File: config.mk
export PLATFORM = sky130hd
export DESIGN_NAME = limb_unpacker_64to16
export DESIGN_NICKNAME = d
export VERILOG_FILES = /design/src/rtl/mult_pkg.sv /design/src/rtl/shift_right_limb.sv /design/src/rtl/limb_unpacker_64to16.sv
export SDC_FILE = /design/constraint.sdc
export NUM_CORES = 1
export LEC_CHECK = 0
export CORE_ASPECT_RATIO = 0.7
export CORE_MARGIN = 2
export CORE_UTILIZATION = 45
export CTS_BUF_LIST = sky130_fd_sc_hd__clkbuf_16
export CTS_CLUSTER_DIAMETER = 40
export DETAILED_ROUTE_END_ITERATION = 8
export GPL_TIMING_DRIVEN = 0
export PLACE_DENSITY_LB_ADDON = 0.05
export SYNTH_ARGS = -nofsm -noshare
export SYNTH_HDL_FRONTEND = slang
export SYNTH_HIERARCHICAL = 1
export SYNTH_SLANG_ARGS = --single-unit
File: constraint.sdc
create_clock -name clk -period 1.7 [get_ports clk]
set_input_delay 0.17 -clock clk [delete_from_list [all_inputs] [get_ports clk]]
set_output_delay 0.17 -clock clk [all_outputs]
set_load 0.01 [all_outputs]
File: src/rtl/mult_pkg.sv
// +----------------------------------------------------------------------------+
// | mult_pkg                                                                   |
// | Shared widths, limb-count clamp and state encoding for the multiplier      |
// | datapath pack/unpack stages.                                               |
// | Revision: 1.0                                                              |
// +----------------------------------------------------------------------------+
`default_nettype none

package mult_pkg;

    localparam int LIMB_W    = 16;
    localparam int WORD_W    = 64;
    localparam int NUM_LIMBS = WORD_W / LIMB_W;

    typedef enum logic [0:0] {
        IDLE  = 1'b0,
        SHIFT = 1'b1
    } state_t;

    // A limb count of zero or anything above the word's capacity means "whole word".
    function automatic logic [2:0] clamp_nlimbs(input logic [2:0] i_n);
        if ((i_n == 3'd0) || (i_n > 3'(NUM_LIMBS))) begin
            return 3'(NUM_LIMBS);
        end
        return i_n;
    endfunction

endpackage

`default_nettype wire

File: src/rtl/shift_right_limb.sv
// +----------------------------------------------------------------------------+
// | shift_right_limb                                                           |
// | Combinational logical right shift of a word by one limb, zero filled.      |
// | Revision: 1.0                                                              |
// +----------------------------------------------------------------------------+
`default_nettype none

module shift_right_limb
    import mult_pkg::*;
#(
    parameter int P_WORD_W = WORD_W,
    parameter int P_LIMB_W = LIMB_W
) (
    input  logic [P_WORD_W-1:0] i_data,
    output logic [P_WORD_W-1:0] o_data
);

    assign o_data = i_data >> P_LIMB_W;

endmodule

`default_nettype wire

File: src/rtl/limb_unpacker_64to16.sv
// +----------------------------------------------------------------------------+
// | limb_unpacker_64to16                                                       |
// | Emits a 64-bit product word as 16-bit limbs, LSB first, with valid/ready   |
// | on both sides. Optional LIMB_UNPACK_PARITY_EN adds registered out_par.     |
// | Revision: 1.0                                                              |
// +----------------------------------------------------------------------------+
`default_nettype none

module limb_unpacker_64to16
    import mult_pkg::*;
(
    input  logic              clk,
    input  logic              rst_n,
    input  logic              in_valid,
    output logic              in_ready,
    input  logic [WORD_W-1:0] in_data,
    input  logic [2:0]        in_nlimbs,
    output logic              out_valid,
    input  logic              out_ready,
    output logic [LIMB_W-1:0] out_data,
    output logic [1:0]        out_idx,
    output logic              out_last,
`ifdef LIMB_UNPACK_PARITY_EN
    output logic              out_par,
`endif
    output logic              busy
);

    state_t            r_state;
    state_t            w_state_nxt;
    logic [WORD_W-1:0] r_shift;
    logic [WORD_W-1:0] w_shift_nxt;
    logic [WORD_W-1:0] w_shifted;
    logic [2:0]        r_remaining;
    logic [2:0]        w_remaining_nxt;
    logic [1:0]        r_idx;
    logic [1:0]        w_idx_nxt;
    logic              r_last;
    logic              w_last_nxt;
    logic [2:0]        w_nlimbs;
    logic              w_accept;
    logic              w_fire;

    shift_right_limb #(
        .P_WORD_W (WORD_W),
        .P_LIMB_W (LIMB_W)
    ) u_shift (
        .i_data (r_shift),
        .o_data (w_shifted)
    );

    assign out_valid = (r_state == SHIFT);
    assign busy      = (r_state == SHIFT);
    assign out_data  = r_shift[LIMB_W-1:0];
    assign out_idx   = r_idx;
    assign out_last  = r_last;

    // Accepting during the final limb keeps the bus free of bubbles between words.
    assign w_fire    = out_valid & out_ready;
    assign in_ready  = (r_state == IDLE) | (w_fire & r_last);
    assign w_accept  = in_valid & in_ready;
    assign w_nlimbs  = clamp_nlimbs(in_nlimbs);

    always_comb begin
        w_state_nxt     = r_state;
        w_shift_nxt     = r_shift;
        w_remaining_nxt = r_remaining;
        w_idx_nxt       = r_idx;
        w_last_nxt      = r_last;
        if (w_accept) begin
            w_state_nxt     = SHIFT;
            w_shift_nxt     = in_data;
            w_remaining_nxt = w_nlimbs;
            w_idx_nxt       = 2'd0;
            w_last_nxt      = (w_nlimbs == 3'd1);
        end else if (w_fire && !r_last) begin
            w_shift_nxt     = w_shifted;
            w_remaining_nxt = r_remaining - 3'd1;
            w_idx_nxt       = r_idx + 2'd1;
            w_last_nxt      = (r_remaining == 3'd2);
        end else if (w_fire) begin
            w_state_nxt     = IDLE;
            w_remaining_nxt = 3'd0;
            w_last_nxt      = 1'b0;
        end
    end

    always_ff @(posedge clk or negedge rst_n) begin
        if (!rst_n) begin
            r_state     <= IDLE;
            r_shift     <= '0;
            r_remaining <= 3'd0;
            r_idx       <= 2'd0;
            r_last      <= 1'b0;
        end else begin
            r_state     <= w_state_nxt;
            r_shift     <= w_shift_nxt;
            r_remaining <= w_remaining_nxt;
            r_idx       <= w_idx_nxt;
            r_last      <= w_last_nxt;
        end
    end

`ifdef LIMB_UNPACK_PARITY_EN
    logic r_par;

    always_ff @(posedge clk or negedge rst_n) begin
        if (!rst_n) begin
            r_par <= 1'b0;
        end else begin
            r_par <= ^w_shift_nxt[LIMB_W-1:0];
        end
    end

    assign out_par = r_par;
`endif

endmodule

`default_nettype wire
---- Yosys cells after proc, flatten, opt, wreduce, memory -nomap -nowiden ----
Index checks and enable logic that the tools add are counted.
word-level totals
  bits in registers ....................... 71
  input port bits ......................... 71
operators by class
  add/subtract/negate cells ............... 2
  magnitude comparators ................... 1
  equal/unequal tests ..................... 3
  mux-type cells .......................... 15
  bitwise logic cells ..................... 5
  reduce and logical (&&, ||, !) cells .... 8
operator list
  operator               count
  $mux W64               2
  $mux W3                5
  $mux W1                6
  $mux W2                2
  $reduce_bool A2 Y1     2
  $and A1 B1 Y1          3
  $eq A3 B1 Y1 const B   1
  $eq A3 B2 Y1 const B   1
  $gt A3 B3 Y1 const B   1
  $logic_not A3 Y1       1
  $reduce_bool A3 Y1     1
  $sub A3 B1 Y3 const B  1
  $add A2 B1 Y2 const B  1
  $ne A2 B2 Y1 const B   1
  $reduce_and A2 Y1      1
  $logic_and A1 B1 Y1    1
  $logic_not A1 Y1       1
  $logic_or A1 B1 Y1     1
  $not A1 Y1             1
  $or A1 B1 Y1           1

---- Longest topological paths before layout ----
  depth in word-level cells ............... 6
  gate-level depth with buffers ........... 6
  depth with buffers taken out ............ 5

---- Cells and area by module ----
Netlist, hierarchy kept.
by module, submodules not included
  module                times used  cells each  area each (µm²)  seq. area each (µm²)
  limb_unpacker_64to16  1           275         3335.7           1776.7
  shift_right_limb      1           65          484.2            0.0

---- Least setup slack after synthesis ----
No wires, ideal clock.
  path type ............................... register -> register
  start ................................... register r_state, in the netlist busy
  end ..................................... register r_shift[0]
  setup time .............................. 126 ps
  arrival ................................. 1569 ps
  data required time ...................... 1574 ps
  path slack .............................. 5 ps
  stages on the path, launching flop included .. 7
  buffers on the path ..................... 3
  period minus slack after synthesis ...... 1695 ps
  path through ............................ dfrtp_1 -> a21bo_1 -> buf_6 -> and2_4 -> buf_6 -> buf_6 -> a221o_1
on the way
  longest elaborated chain between the ends .. 5
  elaborated cells between the ends (all ways) .. 8
ends and longest elaborated chain
  what                                                   RTL line                    source
  start: declaration                                     limb_unpacker_64to16.sv:29  state_t r_state;
  start signal: assignment                               limb_unpacker_64to16.sv:96  r_state <= w_state_nxt;
  $and A1 B1 Y1                                          limb_unpacker_64to16.sv:59  assign w_fire = out_valid & out_ready;
  $and A1 B1 Y1                                          limb_unpacker_64to16.sv:60  assign in_ready = (r_state == IDLE) | (w_fire & r_last);
  $or A1 B1 Y1 *                                         limb_unpacker_64to16.sv:60
  via in_ready                                           limb_unpacker_64to16.sv:15  output logic in_ready,
  $and A1 B1 Y1 *                                        limb_unpacker_64to16.sv:61  assign w_accept = in_valid & in_ready;
  $mux W64 / $reduce_bool A2 Y1 (equally long branches)  n/a
  end signal: assignment                                 limb_unpacker_64to16.sv:97  r_shift <= w_shift_nxt;
  end: declaration                                       limb_unpacker_64to16.sv:31  logic [WORD_W-1:0] r_shift;
The timed path passes the listed nets; every way through them passes the cells marked *.
A chain may end at the register's enable or synchronous reset.

---- Final worst setup path ----
  start ................................... register r_state, in the netlist busy
  end ..................................... register r_shift[58]
on the way
  longest elaborated chain between the ends .. 5
  elaborated cells between the ends (all ways) .. 8
ends and longest elaborated chain
  what                                                   RTL line
  $and A1 B1 Y1                                          limb_unpacker_64to16.sv:59
  $and A1 B1 Y1                                          limb_unpacker_64to16.sv:60
  $or A1 B1 Y1                                           limb_unpacker_64to16.sv:60
  $and A1 B1 Y1                                          limb_unpacker_64to16.sv:61
  $mux W64 / $reduce_bool A2 Y1 (equally long branches)  n/a
Several ways; a longest one is shown, not always the timed one.

==> impl_metrics.py <==
metrics = {
    "drt": {
        "wl_per_cell_um": 15.9,
        "vias": 2844,
        "ant_nets": 0,
        "wirelength_mm": 9.17,
        "drt_iter0_markers": 141,
        "first_pass_iters": 4,
        "via_per_inst": 4.93,
        "drc": 0,
    },
    "power": {
        "pwr_density_cell_nw_per_um2": 1550,
        "cellInternalPower_uw": 6070,
        "power_frac_comb_pct": 41.1,
        "total_power_uw": 8380,
        "leakagePower_uw": 0.00254,
        "power.share.sequential_pct": 35.4,
        "peakVddDrop_uv": 669,
        "power.switching_uw": 2320,
        "switching_share_pct": 27.6,
        "p_clk_share_pct": 23.5,
    },
    "setup_path": {
        "critPathMaxFanout": 10,
        "crit_top_cell": "buf_12",
        "cp.arrival_ns": 1.88,
        "crit_chain": "a21bo_1 -> buf_6 -> and2_4 -> buf_12 -> buf_12 -> a221o_1",
        "max_stage_delay_ns": 0.40,
        "cp_slowest_cell": "dfrtp_2",
        "critPathKind": "flop to flop",
        "startpoint_type": "flop",
        "worstSetupEndpointType": "flop",
        "worstPathRequired_ns": 1.92,
    },
    "sta": {
        "finalMaxSlewViolations": 0,
        "tns_ns": 0,
        "fmax_mhz": 602,
        "fin_crit_ns": 1.66,
        "setup_viol": 0,
        "period_share_pct": 97.8,
        "hold_viol_final": 0,
        "rsz0062_at_grt": "yes",
        "skew_ns": 0.00528,
    },
    "floorplanning": {
        "die_w_um": 114,
        "core_um2": 8340,
        "die_h_um": 81.1,
        "num_io_pins": 93,
        "start_util_pct": 45.8,
        "dieArea_um2": 9250,
        "rows": 28,
    },
    "yosys": {
        "ys_warn_count": 6,
        "synth_seq_cells": 71,
        "synth.distinct_cells": 29,
        "synth_area_um2": 3820,
        "synthCells": 340,
        "synth_seq_area_share_pct": 46.5,
        "synth.avg_cell_area_um2": 11.2,
    },
    "place": {
        "dp_hpwl_mm": 6.45,
        "place.gp.congestion": 0.804,
        "postPlaceCellArea_um2": 4950,
        "port_buffers": 92,
    },
    "global_route": {
        "overflow": 0,
        "grt_max_degree": 59,
        "grt_pass1_wl_mm": 14.5,
        "grt_pass1_vias": 2758,
        "antenna_found_initial": 0,
        "grt_usage_pct": 21.0,
    },
    "final_layout": {
        "seq_area_um2": 1780,
        "multi_input_area_um2": 1340,
        "diodes": 0,
        "num-fill-cells": 717,
        "drive_gt1_share_pct": 26.5,
        "nets": 541,
        "post-route-cell-area_um2": 5410,
        "area_delta_synth_final_pct": 41.5,
    },
    "hold_path": {
        "hp-class": "primary input to asynchronous set/reset pin",
    },
    "clocking": {
        "cts_buffers": 9,
        "clkSlewWorstSetupHoldPaths_ns": 0.06,
        "ctsLongestPathBuffers": 2,
        "cts_tree": "done",
        "cts_max_level": 3,
        "insertion_delay_ns": 0.33,
        "root_buffer": "clkbuf_16",
        "clock_sinks": 71,
    },
    "outcome": {
        "status": "finished, final reports clean",
    },
    "flow_run": {
        "maxCapViolCount": 0,
    },
}
## cell usage after synthesis, drive strengths merged
cell type	number	area share, %
a21bo	1	0.26
a21oi	2	0.36
a221o	64	17
a22oi	3	0.59
and2	65	11
and3b	2	0.46
buf	95	19
clkbuf	8	0.79
conb	1	0.098
dfrtp	71	47
ha	3	0.98
inv	6	0.59
mux2i	1	0.26
nand2	5	0.49
nand2b	1	0.16
nand4b	2	0.46
nor2	2	0.20
nor3b	1	0.20
o21ai	1	0.13
o22ai	1	0.16
o311ai	1	0.23
or2	1	0.16
xnor2	1	0.23
xor2	2	0.46
## state kept, by name (all words and copies together) (netlist names)
register	flops
busy	1
r_shift	64
out_idx	2
r_remaining	3
out_last	1
## placed cells by master (no fill, tap or decap), types with 3 or more instances in the layout
cell type / count
buf_4: 91
clkdlybuf4s50_1: 90
dfrtp_1: 70
a221o_1: 64
and2_1: 57
conb_1: 16
clkbuf_16: 9
inv_1: 8
and2_0: 7
clkbuf_4: 6
nand2_1: 5
buf_12: 4
clkbuf_1: 4
a22oi_1: 3
ha_1: 3
## power groups by stage
stage	sequential (uW)	clock [uW]	combinational (uW)
finish	2970	1970	3440
global route	3070	2070	3730
global placement	2980	0	3250
CTS	2970	2000	3370
floorplan	2840	0	2310
detailed placement	2980	0	3300
## layout make-up
cell class | count | area share [%]
multi-input combinational | 175 | 24.8
sequential | 71 | 32.9
clock inverter | 7 | 1.48
clock buffer | 9 | 4.17
inverter | 6 | 0.417
tap | 105 | 2.43
buffer | 102 | 14.8
timing repair buffer | 102 | 19.0
## through the flow
step | util [%] | setup WS (ns) | hold WS, ns | std cells
floorplan | - | 0.00530 | -0.126 | 355
global placement | 59.1 | -2.07 | 0.496 | 552
detailed placement | 59.4 | -0.518 | 0.0473 | 553
CTS | 63.6 | 0.00604 | 0.235 | 572
global route | 64.8 | -0.0136 | 0.257 | 577
finish | 64.8 | 0.0376 | 0.237 | 577
## cells by family after synthesis
| logic type | synth area share, % |
|---|---|
| AO/OA/AOI/OAI | 18.5 |
| XOR/XNOR | 0.688 |
| adder cells (fa/ha/maj) | 0.983 |
| buffers and inverters | 20.1 |
| flip-flops | 46.5 |
| multiplexers | 0.262 |
| other | 0.0982 |
| AND/OR/NAND/NOR | 12.8 |
## worst max-delay path, delay by kind of cell, from the launching register on
kind	cells	cell delay [ns]
flops	1	0.40
compound gates	2	0.56
buf+inv	3	0.42
simple gates	1	0.17
## routing by layer
layer	up-vias	part of all wire, %	GRT usage [%]
met5	-	0	0
met1	1393	50	30.4
met2	68	44	31.1
li1	1379	-	-
met3	4	5.0	6.42
met4	0	0.56	5.12
## final timing paths
check,startpoint,cells after the start,end,slack (ns)
max in group asynchronous,rst_n,3,r_shift[5],0.90
worst max register to register,busy,6,r_shift[58],0.04
min in group clk,in_data[0],2,r_shift[0],0.46
worst min-delay path,rst_n,2,r_shift[13],0.24
worst max-delay path,busy,6,r_shift[58],0.04
worst min register to register,r_shift[3],1,r_shift[3],0.51
## timing repair
item / CTS / global route
resized for setup: 7 / 20
hold buffers: 1 / 0
endpoints found under the hold margin: 13 / 0
pin swaps: 0 / 35
buffers inserted: 3 / 5
setup endpoints to repair: 64 / 61
Power figures use the tool's default switching activity.
